===== src/rtl/pong_pkg.sv =====
// Shared Pong definitions: ball FSM states and playfield geometry used by the
// ball, the paddles and the top level.
package pong_pkg;

    typedef enum logic [1:0] {
        IDLE   = 2'd0,
        PLAY   = 2'd1,
        SCORED = 2'd2
    } ball_state_t;

    localparam logic [9:0] TOP_BOUND    = 10'd136;
    localparam logic [9:0] BOTTOM_BOUND = 10'd512;
    localparam logic [9:0] SCREEN_W     = 10'd800;

endpackage


===== src/rtl/ball_render.sv =====
// Square sprite pixel test: drives COLOR while the scan position lies inside the
// BALL_SIZE x BALL_SIZE box whose top-left corner is (box_x_i, box_y_i).
module ball_render #(
    parameter int          BALL_SIZE = 10,
    parameter logic [11:0] COLOR     = 12'hfff
) (
    input  logic [9:0]  pix_x_i,
    input  logic [9:0]  pix_y_i,
    input  logic [9:0]  box_x_i,
    input  logic [9:0]  box_y_i,
    output logic [11:0] rgb_o
);

    localparam logic [10:0] SIZE_C = 11'(BALL_SIZE);

    logic [10:0] x_end_s;
    logic [10:0] y_end_s;
    logic        hit_s;

    // One extra bit keeps the box end from wrapping near the right/bottom edge.
    assign x_end_s = {1'b0, box_x_i} + SIZE_C;
    assign y_end_s = {1'b0, box_y_i} + SIZE_C;

    // Half-open interval test on both axes, then colour select.
    always_comb begin
        hit_s = (pix_x_i >= box_x_i) && ({1'b0, pix_x_i} < x_end_s) &&
                (pix_y_i >= box_y_i) && ({1'b0, pix_y_i} < y_end_s);
        if (hit_s) begin
            rgb_o = COLOR;
        end else begin
            rgb_o = 12'h000;
        end
    end

endmodule


===== src/rtl/ball_controller.sv =====
// Pong ball: position/velocity per frame tick, wall bounces, one-shot paddle
// deflection, scoring pulses and the IDLE -> PLAY -> SCORED serve sequence.
module ball_controller #(
    parameter int          BALL_SIZE    = 10,
    parameter int          START_X      = 395,
    parameter int          START_Y      = 319,
    parameter int          XSPEED       = 2,
    parameter int          MAX_XSPEED   = 6,
    parameter int          YSPEED       = 2,
    parameter int          TOP_BOUND    = int'(pong_pkg::TOP_BOUND),
    parameter int          BOTTOM_BOUND = int'(pong_pkg::BOTTOM_BOUND),
    parameter int          RIGHT_GOAL   = 799,
    parameter int          HOLD_TICKS   = 60,
    parameter logic [11:0] COLOR        = 12'hfff
) (
    input  logic        clk,
    input  logic        reset,
    input  logic        en,
    input  logic        serve,
    input  logic        l_tophit,
    input  logic        l_midhit,
    input  logic        l_bothit,
    input  logic        r_tophit,
    input  logic        r_midhit,
    input  logic        r_bothit,
    input  logic [9:0]  x,
    input  logic [9:0]  y,
    output logic [9:0]  ball_x,
    output logic [9:0]  ball_y,
    output logic        score_left,
    output logic        score_right,
    output logic        playing,
    output logic [11:0] rgb
);
    import pong_pkg::*;

    localparam logic [9:0]         START_X_C  = 10'(START_X);
    localparam logic [9:0]         START_Y_C  = 10'(START_Y);
    localparam logic [2:0]         XSPEED_C   = 3'(XSPEED);
    localparam logic [2:0]         MAXXS_C    = 3'(MAX_XSPEED);
    localparam logic signed [3:0]  YSPEED_C   = 4'(YSPEED);
    localparam logic signed [10:0] SIZE_C     = 11'(BALL_SIZE);
    localparam logic signed [10:0] TOP_C      = 11'(TOP_BOUND);
    localparam logic signed [10:0] BOTTOM_C   = 11'(BOTTOM_BOUND);
    localparam logic signed [10:0] GOAL_C     = 11'(RIGHT_GOAL);
    localparam logic [5:0]         HOLD_END_C = 6'(HOLD_TICKS - 1);

    ball_state_t       state_q, state_d;
    logic [9:0]        ball_x_q, ball_x_d, ball_y_q, ball_y_d;
    logic [2:0]        vx_mag_q, vx_mag_d;
    logic              dir_right_q, dir_right_d;
    logic signed [3:0] vy_q, vy_d;
    logic [5:0]        hold_q, hold_d;
    logic              score_l_q, score_l_d, score_r_q, score_r_d;
    logic              playing_q;

    logic              hit_top_s, hit_mid_s, hit_bot_s;
    logic signed [3:0] vy_abs_s;
    logic signed [10:0] next_x_s, next_y_s;

    // Next-state logic for the serve/play/score sequence and the per-tick update.
    always_comb begin
        state_d     = state_q;
        ball_x_d    = ball_x_q;
        ball_y_d    = ball_y_q;
        vx_mag_d    = vx_mag_q;
        dir_right_d = dir_right_q;
        vy_d        = vy_q;
        hold_d      = hold_q;
        score_l_d   = 1'b0;
        score_r_d   = 1'b0;
        hit_top_s   = 1'b0;
        hit_mid_s   = 1'b0;
        hit_bot_s   = 1'b0;
        vy_abs_s    = 4'sd0;
        next_x_s    = 11'sd0;
        next_y_s    = 11'sd0;

        case (state_q)
            IDLE: begin
                ball_x_d = START_X_C;
                ball_y_d = START_Y_C;
                if (serve) begin
                    state_d  = PLAY;
                    vx_mag_d = XSPEED_C;
                    vy_d     = 4'sd0;
                end else begin
                    state_d  = IDLE;
                end
            end
            PLAY: begin
                if (en) begin
                    // Only the paddle the ball is heading toward is honoured, so a
                    // level-held flag deflects exactly once.
                    if (dir_right_q) begin
                        hit_top_s = r_tophit;
                        hit_mid_s = r_midhit;
                        hit_bot_s = r_bothit;
                    end else begin
                        hit_top_s = l_tophit;
                        hit_mid_s = l_midhit;
                        hit_bot_s = l_bothit;
                    end
                    if (hit_top_s || hit_mid_s || hit_bot_s) begin
                        dir_right_d = ~dir_right_q;
                        vx_mag_d    = (vx_mag_q >= MAXXS_C) ? MAXXS_C : vx_mag_q + 3'd1;
                        if (hit_mid_s) begin
                            vy_d = 4'sd0;
                        end else if (hit_top_s) begin
                            vy_d = -YSPEED_C;
                        end else begin
                            vy_d = YSPEED_C;
                        end
                    end else begin
                        dir_right_d = dir_right_q;
                    end

                    if (dir_right_d) begin
                        next_x_s = $signed({1'b0, ball_x_q}) + $signed({8'd0, vx_mag_d});
                    end else begin
                        next_x_s = $signed({1'b0, ball_x_q}) - $signed({8'd0, vx_mag_d});
                    end
                    vy_abs_s = vy_d[3] ? -vy_d : vy_d;
                    next_y_s = $signed({1'b0, ball_y_q}) + $signed({{7{vy_d[3]}}, vy_d});

                    if (next_x_s <= 11'sd0) begin
                        ball_x_d    = 10'd0;
                        score_r_d   = 1'b1;
                        state_d     = SCORED;
                        dir_right_d = 1'b0;
                        hold_d      = 6'd0;
                    end else if ((next_x_s + SIZE_C) >= GOAL_C) begin
                        ball_x_d    = 10'(GOAL_C - SIZE_C);
                        score_l_d   = 1'b1;
                        state_d     = SCORED;
                        dir_right_d = 1'b1;
                        hold_d      = 6'd0;
                    end else begin
                        ball_x_d = next_x_s[9:0];
                        if (next_y_s <= TOP_C) begin
                            ball_y_d = 10'(TOP_C);
                            vy_d     = vy_abs_s;
                        end else if ((next_y_s + SIZE_C) >= BOTTOM_C) begin
                            ball_y_d = 10'(BOTTOM_C - SIZE_C);
                            vy_d     = -vy_abs_s;
                        end else begin
                            ball_y_d = next_y_s[9:0];
                        end
                    end
                end else begin
                    state_d = PLAY;
                end
            end
            SCORED: begin
                if (en) begin
                    if (hold_q == HOLD_END_C) begin
                        state_d  = IDLE;
                        hold_d   = 6'd0;
                        ball_x_d = START_X_C;
                        ball_y_d = START_Y_C;
                    end else begin
                        hold_d = hold_q + 6'd1;
                    end
                end else begin
                    state_d = SCORED;
                end
            end
            default: begin
                state_d = IDLE;
            end
        endcase
    end

    // State, kinematics and output registers.
    always_ff @(posedge clk or posedge reset) begin
        if (reset) begin
            state_q     <= IDLE;
            ball_x_q    <= START_X_C;
            ball_y_q    <= START_Y_C;
            vx_mag_q    <= XSPEED_C;
            dir_right_q <= 1'b1;
            vy_q        <= 4'sd0;
            hold_q      <= 6'd0;
            score_l_q   <= 1'b0;
            score_r_q   <= 1'b0;
            playing_q   <= 1'b0;
        end else begin
            state_q     <= state_d;
            ball_x_q    <= ball_x_d;
            ball_y_q    <= ball_y_d;
            vx_mag_q    <= vx_mag_d;
            dir_right_q <= dir_right_d;
            vy_q        <= vy_d;
            hold_q      <= hold_d;
            score_l_q   <= score_l_d;
            score_r_q   <= score_r_d;
            playing_q   <= (state_d == PLAY);
        end
    end

    assign ball_x      = ball_x_q;
    assign ball_y      = ball_y_q;
    assign score_left  = score_l_q;
    assign score_right = score_r_q;
    assign playing     = playing_q;

    ball_render #(
        .BALL_SIZE (BALL_SIZE),
        .COLOR     (COLOR)
    ) u_render (
        .pix_x_i (x),
        .pix_y_i (y),
        .box_x_i (ball_x_q),
        .box_y_i (ball_y_q),
        .rgb_o   (rgb)
    );

endmodule


===== config.mk =====
export PLATFORM = sky130hd
export DESIGN_NAME = ball_controller
export DESIGN_NICKNAME = d
export VERILOG_FILES = /design/src/rtl/pong_pkg.sv /design/src/rtl/ball_render.sv /design/src/rtl/ball_controller.sv
export SDC_FILE = /design/constraint.sdc
export NUM_CORES = 1
export LEC_CHECK = 0
export CORE_UTILIZATION = 45
export CTS_CLUSTER_SIZE = 14
export DETAILED_ROUTE_END_ITERATION = 8
export GPL_TIMING_DRIVEN = 1
export HOLD_SLACK_MARGIN = 0.02
export PLACE_DENSITY_LB_ADDON = 0.2
export SLEW_MARGIN = 20
export SYNTH_ARGS = -nofsm -noshare
export SYNTH_HDL_FRONTEND = slang
export SYNTH_SLANG_ARGS = --single-unit
export TNS_END_PERCENT = 1

===== constraint.sdc =====
create_clock -name clk -period 12.4 [get_ports clk]
set_clock_uncertainty 0.1 [all_clocks]
set_input_delay 2.48 -clock clk [delete_from_list [all_inputs] [get_ports clk]]
set_output_delay 2.48 -clock clk [all_outputs]
set_load 0.05 [all_outputs]

==> out/metrics.csv, run 1 <==
stage,metric,value,unit
status,status,completed,
power,P per Cell Area,294,mW/mm²
synth,mean cell area of the mapped netlist,8.01,µm²
synth,synth cell count leaders,"67 x ha_1, 51 x a21oi_1, 44 x nor2_1",
worst_hold_path,type of the worst min-delay path,reg2reg,
global_route,global-route usage over all layers,22.3,%
global_route,most utilized layer in the global route result,met2,
worst_hold_path,number of cells traversed by the worst hold path,1,
global_route,via count of the first global-routing pass,4217,
floorplanning,count of standard-cell rows,36,
worst_hold_path,WHS Endpoint,vy_q[0],
global_route,met2 track demand over resource,36.4,%
global_route,met3 track utilization from global routing,1.69,%
timing,worst-case headroom to the max-slew limit,46.9,%
finish,area growth from synthesis to final layout,17.2,%
drt,Remaining DRCs,0,
drt,routed via count,4596,
drt,DR WL/cell,15.8,µm
timing,share of the cycle needed by the critical path after routing,66.4,%
placement,DP HPWL,9810,µm
synth,Cells after Synth,588,
worst_setup_path,cell at the slowest stage of the critical path,clkdlybuf4s50_1,
synth,dominant cells by area after synthesis,"ha_1 18%, dfrtp_1 13%, dfstp_2 7.8%, a21oi_1 5.4%, o21ai_0 4.1%",
cts,clock insertion delay at the later pin of the skew report,0.30,ns
floorplanning,die extent in x,104,µm
timing,Hold WS,0.416,ns
cts,clock sink count,39,
worst_setup_path,capturing point of the worst reg2reg path,ball_y[3],
floorplanning,starting density of the core,47.3,%
worst_setup_path,logic depth of the worst register-to-register path,17,
floorplanning,number of top-level pins,65,
cts,CTS Buffer Depth,2,
worst_setup_path,critical setup path kind,in2out,
finish,final net count,734,
global_route,maximum number of pins on one net before global-route repair,40,
worst_setup_path,largest stage delay on the critical path,0.88,ns
timing,final total negative setup slack,0,ns
cts,post-cts resize count,0,
timing,setup repair after global routing missed its margin,false,
synth,yosys warns,0,
synth,most instantiated flip-flop cell in the synthesis netlist,dfrtp_1,
global_route,met1 Use GR,32.5,%
finish,antenna diode instance count,0,
synth,cell area after synthesis,0.00471,mm²
global_route,total global routing overflow,0,
cts,H-tree Lvls,2,
worst_setup_path,Critical Path AT,5.65,ns
timing,max-slew violation count,0,
power,Internal,0.741,mW
placement,number of port buffers,64,
timing,Hold Fails Final Rpt,0,
power,part of the power in the clock network,8.2,%
cts,total clock buffers created by CTS,5,
power,Combinational Power Share,77.8,%
power,Switching Share,54.3,%
drt,post-route ant nets,0,
worst_hold_path,start point of the worst min-delay path,vy_q[0],
worst_setup_path,flop-to-flop setup slack,6.57,ns
cts,number of setup buffers added after CTS,0,
power,leakage power total,2.45,nW
worst_setup_path,startpoint of the worst-slack reg-to-reg timing path,dir_right_q,
synth,count of flip-flops with a built-in enable after synthesis,0,
timing,actual slew at the worst max-slew pin,0.796,ns
floorplanning,height of the die,104,µm
finish,share of final-layout standard cells stronger than drive strength 1,5.82,%
worst_setup_path,crit-path cells,clkdlybuf4s50_1 -> ha_1 -> nor2_1 -> o21a_1 -> o21ai_0 -> nand2b_1 -> a21oi_1 -> nor2b_1 -> o21ai_0 -> a21oi_1 -> o31ai_1 -> and3_1 -> clkdlybuf4s50_1,
cts,post-cts hold buffer count,0,
timing,"Min Clock Period, post-route",8.23,ns
cts,clock tree from TritonCTS,done,
flow_run,max-cap check violation count,0,
timing,timing-limited maximum frequency,121,MHz
worst_setup_path,peak fanout along the critical path,12,
power,peak supply drop,0.145,mV
placement,routability congestion estimate from global placement,0.889,
global_route,first-pass GRT wire length,20200,µm
synth,library cell occupying the most area in the post-synthesis netlist,ha_1,
synth,post-synthesis sequential area ratio,21.1,%
power,overall power of the completed layout,1.62,mW
worst_setup_path,critical path startpoint category,input pin,
floorplanning,Die Area,0.0109,mm²
synth,number of unique standard cell types used by synthesis,74,
worst_setup_path,critical path capture point type,output port,
synth,fraction of registers with async set/reset,100,%
timing,final setup vio count,0,
drt,Final Routed Wirelength,12100,µm
finish,number of fill cells,929,
drt,number of vias per cell after detailed routing,5.98,
cts,clock transition at the register clock pins on the worst setup and hold paths after CTS,0.08,ns
synth,cell with the most instances after synthesis,ha_1,
power,reported net switching power,0.881,mW
floorplanning,core region area,0.00995,mm²
worst_setup_path,"Data required, critical path",9.82,ns
synth,total nets after synthesis,687,
cts,root buffer cell,clkbuf_8,
power,portion of total power attributed to sequential cells,14.0,%
synth,area fraction of the dominant cell type after synthesis,17.8,%
drt,DRC violation total after the first TritonRoute iteration,295,
global_route,antenna violations before repair,0,
synth,number of storage elements in the synthesis netlist,39,
drt,length of the first detailed-routing pass in iterations,4,
==> routing by layer <==
metal	vias up	share of wire, %
li1	2258	-
met1	2193	50
met2	138	45
met3	7	4.5
met4	0	0.60
met5	-	0
==> cell usage in the layout (no fill, tap or decap), types with 13 or more instances in the layout <==
cell type / instances
a21o_1: 17
a21oi_1: 51
clkdlybuf4s50_1: 64
dfrtp_1: 25
dfstp_2: 14
ha_1: 67
inv_1: 42
nand2_1: 43
nand2b_1: 13
nand3_1: 13
nor2_1: 44
nor3_1: 14
o21ai_0: 39
xnor2_1: 19
==> area by class of cell <==
class	count	area (µm²)	area share (%)
sequential	39	993	18.0
clock buffer	5	68.8	1.25
multi-input combinational	481	3410	61.7
tap	133	166	3.01
clock inverter	3	71.3	1.29
timing repair buffer	66	656	11.9
inverter	42	158	2.86
==> registers in the layout (all words and copies together) (netlist names) <==
signal	count
ball_x	10
ball_y	10
dir_right_q	1
hold_q	6
playing	1
score_left	1
score_right	1
state_q	2
vx_mag_q	3
vy_q	4
==> through the flow <==
stage          util, %  instance area, µm²  setup slack (ns)  instances
3_5_place_dp      54.1                5380              4.14        761
3_3_place_gp      54.1                5380              4.26        761
6_report          55.5                5520              4.17        769
2_1_floorplan        -                4710              5.43        588
4_1_cts           55.5                5520              4.13        769
5_1_grt           55.5                5520              3.92        769
==> worst max-delay path, delay by kind of cell <==
kind | cells | cell delay, ns
compound gates | 6 | 0.94
fa+ha+maj | 1 | 0.32
buf+inv | 2 | 1.32
simple gates | 4 | 0.60
==> power groups by stage <==
stage               registers (mW)  logic (mW)  clock network, mW
global route                 0.233        1.40              0.139
global placement             0.228        1.22                  0
CTS                          0.226        1.25              0.135
finish                       0.226        1.26              0.133
floorplan                    0.270       0.923                  0
detailed placement           0.227        1.24                  0
==> cells by family after synthesis <==
| group | share of synthesized area [%] |
|---|---|
| AO/OA/AOI/OAI | 28.2 |
| XOR/XNOR | 5.20 |
| adder cells (fa/ha/maj) | 18.6 |
| buffers and inverters | 6.59 |
| flip-flops | 21.1 |
| multiplexers | 0.876 |
| AND/OR/NAND/NOR | 19.4 |
==> worst max path at each step <==
stage	startpoint	to	slack, ns	cells after the start
finish	y[1]	rgb[11]	4.17	13
global placement	y[1]	rgb[0]	4.26	13
CTS	y[1]	rgb[11]	4.13	13
detailed placement	y[1]	rgb[11]	4.14	13
global route	y[1]	rgb[10]	3.92	13
floorplan	y[0]	rgb[0]	5.43	13
No activity file was read; power rests on OpenSTA's default activity.
==> run 2, diff against run 1 <==
clock period = 6.7 ns   (was 12.4 ns; I/O delays follow)
==> run 2 against run 1 <==
Compared with the run above: count of clock-buffer cells in the layout is the same; setup slack worse by 3.8 ns; core utilization up 0.38 points; non-clock buffer count rose by 5; highest routed layer unchanged; critical path depth up 9; sequential share of layout area fell by 0.12 points; clock power up 88%; wire length rose by 4.7%; final cell count increased by 0.65%; critical path type is now in2reg.
==> out/metrics.csv, run 2 (synthesis gave the netlist of run 1 again) <==
stage,metric,value,unit,change
placement,DP HPWL,10100,µm,was 9810 µm
timing,actual slew at the worst max-slew pin,0.715,ns,was 0.796 ns
worst_setup_path,logic depth of the worst register-to-register path,20,,was 17
cts,post-cts hold buffer count,0,,unchanged
cts,CTS Buffer Depth,2,,unchanged
worst_setup_path,first element of the critical path,r_bothit,,was y[1]
global_route,first-pass GRT wire length,20800,µm,was 20200 µm
worst_hold_path,number of cells traversed by the worst hold path,1,,unchanged
flow_run,max-cap check violation count,0,,unchanged
worst_setup_path,peak fanout along the critical path,10,,was 12
finish,most frequent cells in the layout,"67 x ha_1, 64 x clkdlybuf4s50_1, 51 x a21oi_1",,unchanged
timing,max-slew violation count,0,,unchanged
finish,share of final-layout standard cells stronger than drive strength 1,6.55,%,was 5.82%
global_route,total global routing overflow,0,,unchanged
finish,share of the core filled with cells,55.8,%,was 55.5%
worst_setup_path,critical path startpoint category,input pin,,unchanged
drt,Remaining DRCs,0,,unchanged
worst_setup_path,"Data required, critical path",6.76,ns,was 9.82 ns
worst_hold_path,type of the worst min-delay path,reg2reg,,unchanged
finish,non-filler cells in the finished layout,774,,was 769
timing,final setup vio count,0,,unchanged
timing,final total negative setup slack,0,ns,unchanged
cts,number of setup buffers added after CTS,0,,unchanged
global_route,met3 track utilization from global routing,2.82,%,was 1.69%
global_route,antenna violations before repair,0,,unchanged
drt,DR WL/cell,16.4,µm,was 15.8 µm
worst_setup_path,Critical Path AT,6.39,ns,was 5.65 ns
floorplanning,height of the die,104,µm,unchanged
floorplanning,starting density of the core,47.3,%,unchanged
floorplanning,die extent in x,104,µm,unchanged
power,overall power of the completed layout,3.08,mW,was 1.62 mW
global_route,met2 track demand over resource,36.6,%,was 36.4%
timing,Hold Fails Final Rpt,0,,unchanged
worst_setup_path,startpoint of the worst-slack reg-to-reg timing path,dir_right_q,,unchanged
floorplanning,count of standard-cell rows,36,,unchanged
cts,H-tree Lvls,2,,unchanged
timing,setup repair after global routing missed its margin,false,,unchanged
global_route,global-route usage over all layers,23.1,%,was 22.3%
global_route,met1 Use GR,33.1,%,was 32.5%
global_route,most utilized layer in the global route result,met2,,unchanged
cts,root buffer cell,clkbuf_8,,unchanged
worst_hold_path,start point of the worst min-delay path,hold_q[0],,was vy_q[0]
timing,"Min Clock Period, post-route",6.33,ns,
worst_hold_path,WHS Endpoint,hold_q[0],,was vy_q[0]
timing,Hold WS,0.409,ns,was 0.416 ns
drt,routed via count,4650,,was 4596
floorplanning,Die Area,0.0109,mm²,unchanged
drt,number of vias per cell after detailed routing,6.01,,was 5.98
drt,Final Routed Wirelength,12700,µm,was 12100 µm
floorplanning,number of top-level pins,65,,unchanged
floorplanning,core region area,0.00995,mm²,unchanged
placement,number of cells in the design after placement,766,,was 761
timing,share of the cycle needed by the critical path after routing,94.5,%,
placement,Post-Place Worst Slack,0.104,ns,was 4.14 ns
worst_setup_path,critical path capture point type,flop,,was output port
finish,"commonest non-fill, non-tap cell in the layout",ha_1,,unchanged
placement,area of placed instances,0.00542,mm²,was 0.00538 mm²
placement,number of port buffers,64,,unchanged
cts,total clock buffers created by CTS,5,,unchanged
global_route,maximum number of pins on one net before global-route repair,40,,unchanged
worst_setup_path,capturing point of the worst reg2reg path,ball_y[6],,was ball_y[3]
power,P per Cell Area,554,mW/mm²,was 294 mW/mm²
timing,timing-limited maximum frequency,158,MHz,
finish,final cell area excluding filler cells,0.00556,mm²,was 0.00552 mm²
drt,length of the first detailed-routing pass in iterations,5,,was 4
finish,area growth from synthesis to final layout,18.0,%,was 17.2%
timing,worst-case headroom to the max-slew limit,51.8,%,was 46.9%
power,leakage power total,2.48,nW,was 2.45 nW
cts,clock tree from TritonCTS,done,,unchanged
cts,clock transition at the register clock pins on the worst setup and hold paths after CTS,0.09,ns,was 0.08 ns
worst_setup_path,flop-to-flop setup slack,1.22,ns,was 6.57 ns
placement,routability congestion estimate from global placement,0.931,,was 0.889
global_route,via count of the first global-routing pass,4295,,was 4217
cts,clock insertion delay at the later pin of the skew report,0.30,ns,about the same
cts,post-cts resize count,0,,unchanged
finish,final net count,739,,was 734
drt,DRC violation total after the first TritonRoute iteration,289,,was 295
timing,min setup slack post-route,0.370,ns,was 4.17 ns
finish,antenna diode instance count,0,,unchanged
status,status,completed,,unchanged
power,peak supply drop,0.339,mV,was 0.145 mV
drt,post-route ant nets,0,,unchanged
worst_setup_path,critical setup path kind,in2reg,,was in2out
cts,clock sink count,39,,unchanged
-- run 2: changes by cell type in the layout (fill, tap and decap cells not counted), sizes merged --
cell / change
buf: +5
-- run 2: routing by layer --
metal | part of all wire [%] | routed length (µm)
met5 | 0 | 0
met4 | 1.5 | 195
met3 | 4.8 | 604
met2 | 46 | 5790
met1 | 48 | 6110
-- run 2: layout make-up --
type | instances | area, µm²
Timing Repair Buffer | 71 | 693
Tap cell | 133 | 166
Inverter | 42 | 158
Multi-Input combinational cell | 481 | 3410
Clock buffer | 5 | 68.8
Sequential cell | 39 | 993
Fill cell | 911 | 4400
Clock inverter | 3 | 71.3
-- run 2: power by group --
part           internal, mW  total, mW  switching (mW)  leakage [nW]
Clock                 0.151      0.250          0.0989        0.0703
Sequential            0.319      0.418          0.0987         0.484
Combinational         0.935       2.41            1.47          1.92
-- run 2: worst max path at each step --
stage | to | cells past startpoint
2_1_floorplan | ball_y[6] | 21
3_3_place_gp | ball_y[6] | 22
3_5_place_dp | ball_y[6] | 22
4_1_cts | ball_y[6] | 22
5_1_grt | ball_y[6] | 22
6_report | ball_y[6] | 22
-- run 2: critical path, cell delays in order --
cell,delay (ns)
clkdlybuf4s50_1,0.53
nor2_1,0.06
a21oi_1,0.23
nand2b_1,0.27
nand2_1,0.10
mux2i_1,0.28
ha_1,0.28
nand2_1,0.05
o21ai_0,0.08
ha_1,0.37
xor2_1,0.31
inv_1,0.16
ha_1,0.32
a21o_1,0.15
nand2_1,0.08
a21oi_1,0.04
or4_1,0.42
a31o_2,0.22
o211a_2,0.17
or2b_1,0.30
a21oi_2,0.43
o32ai_1,0.17
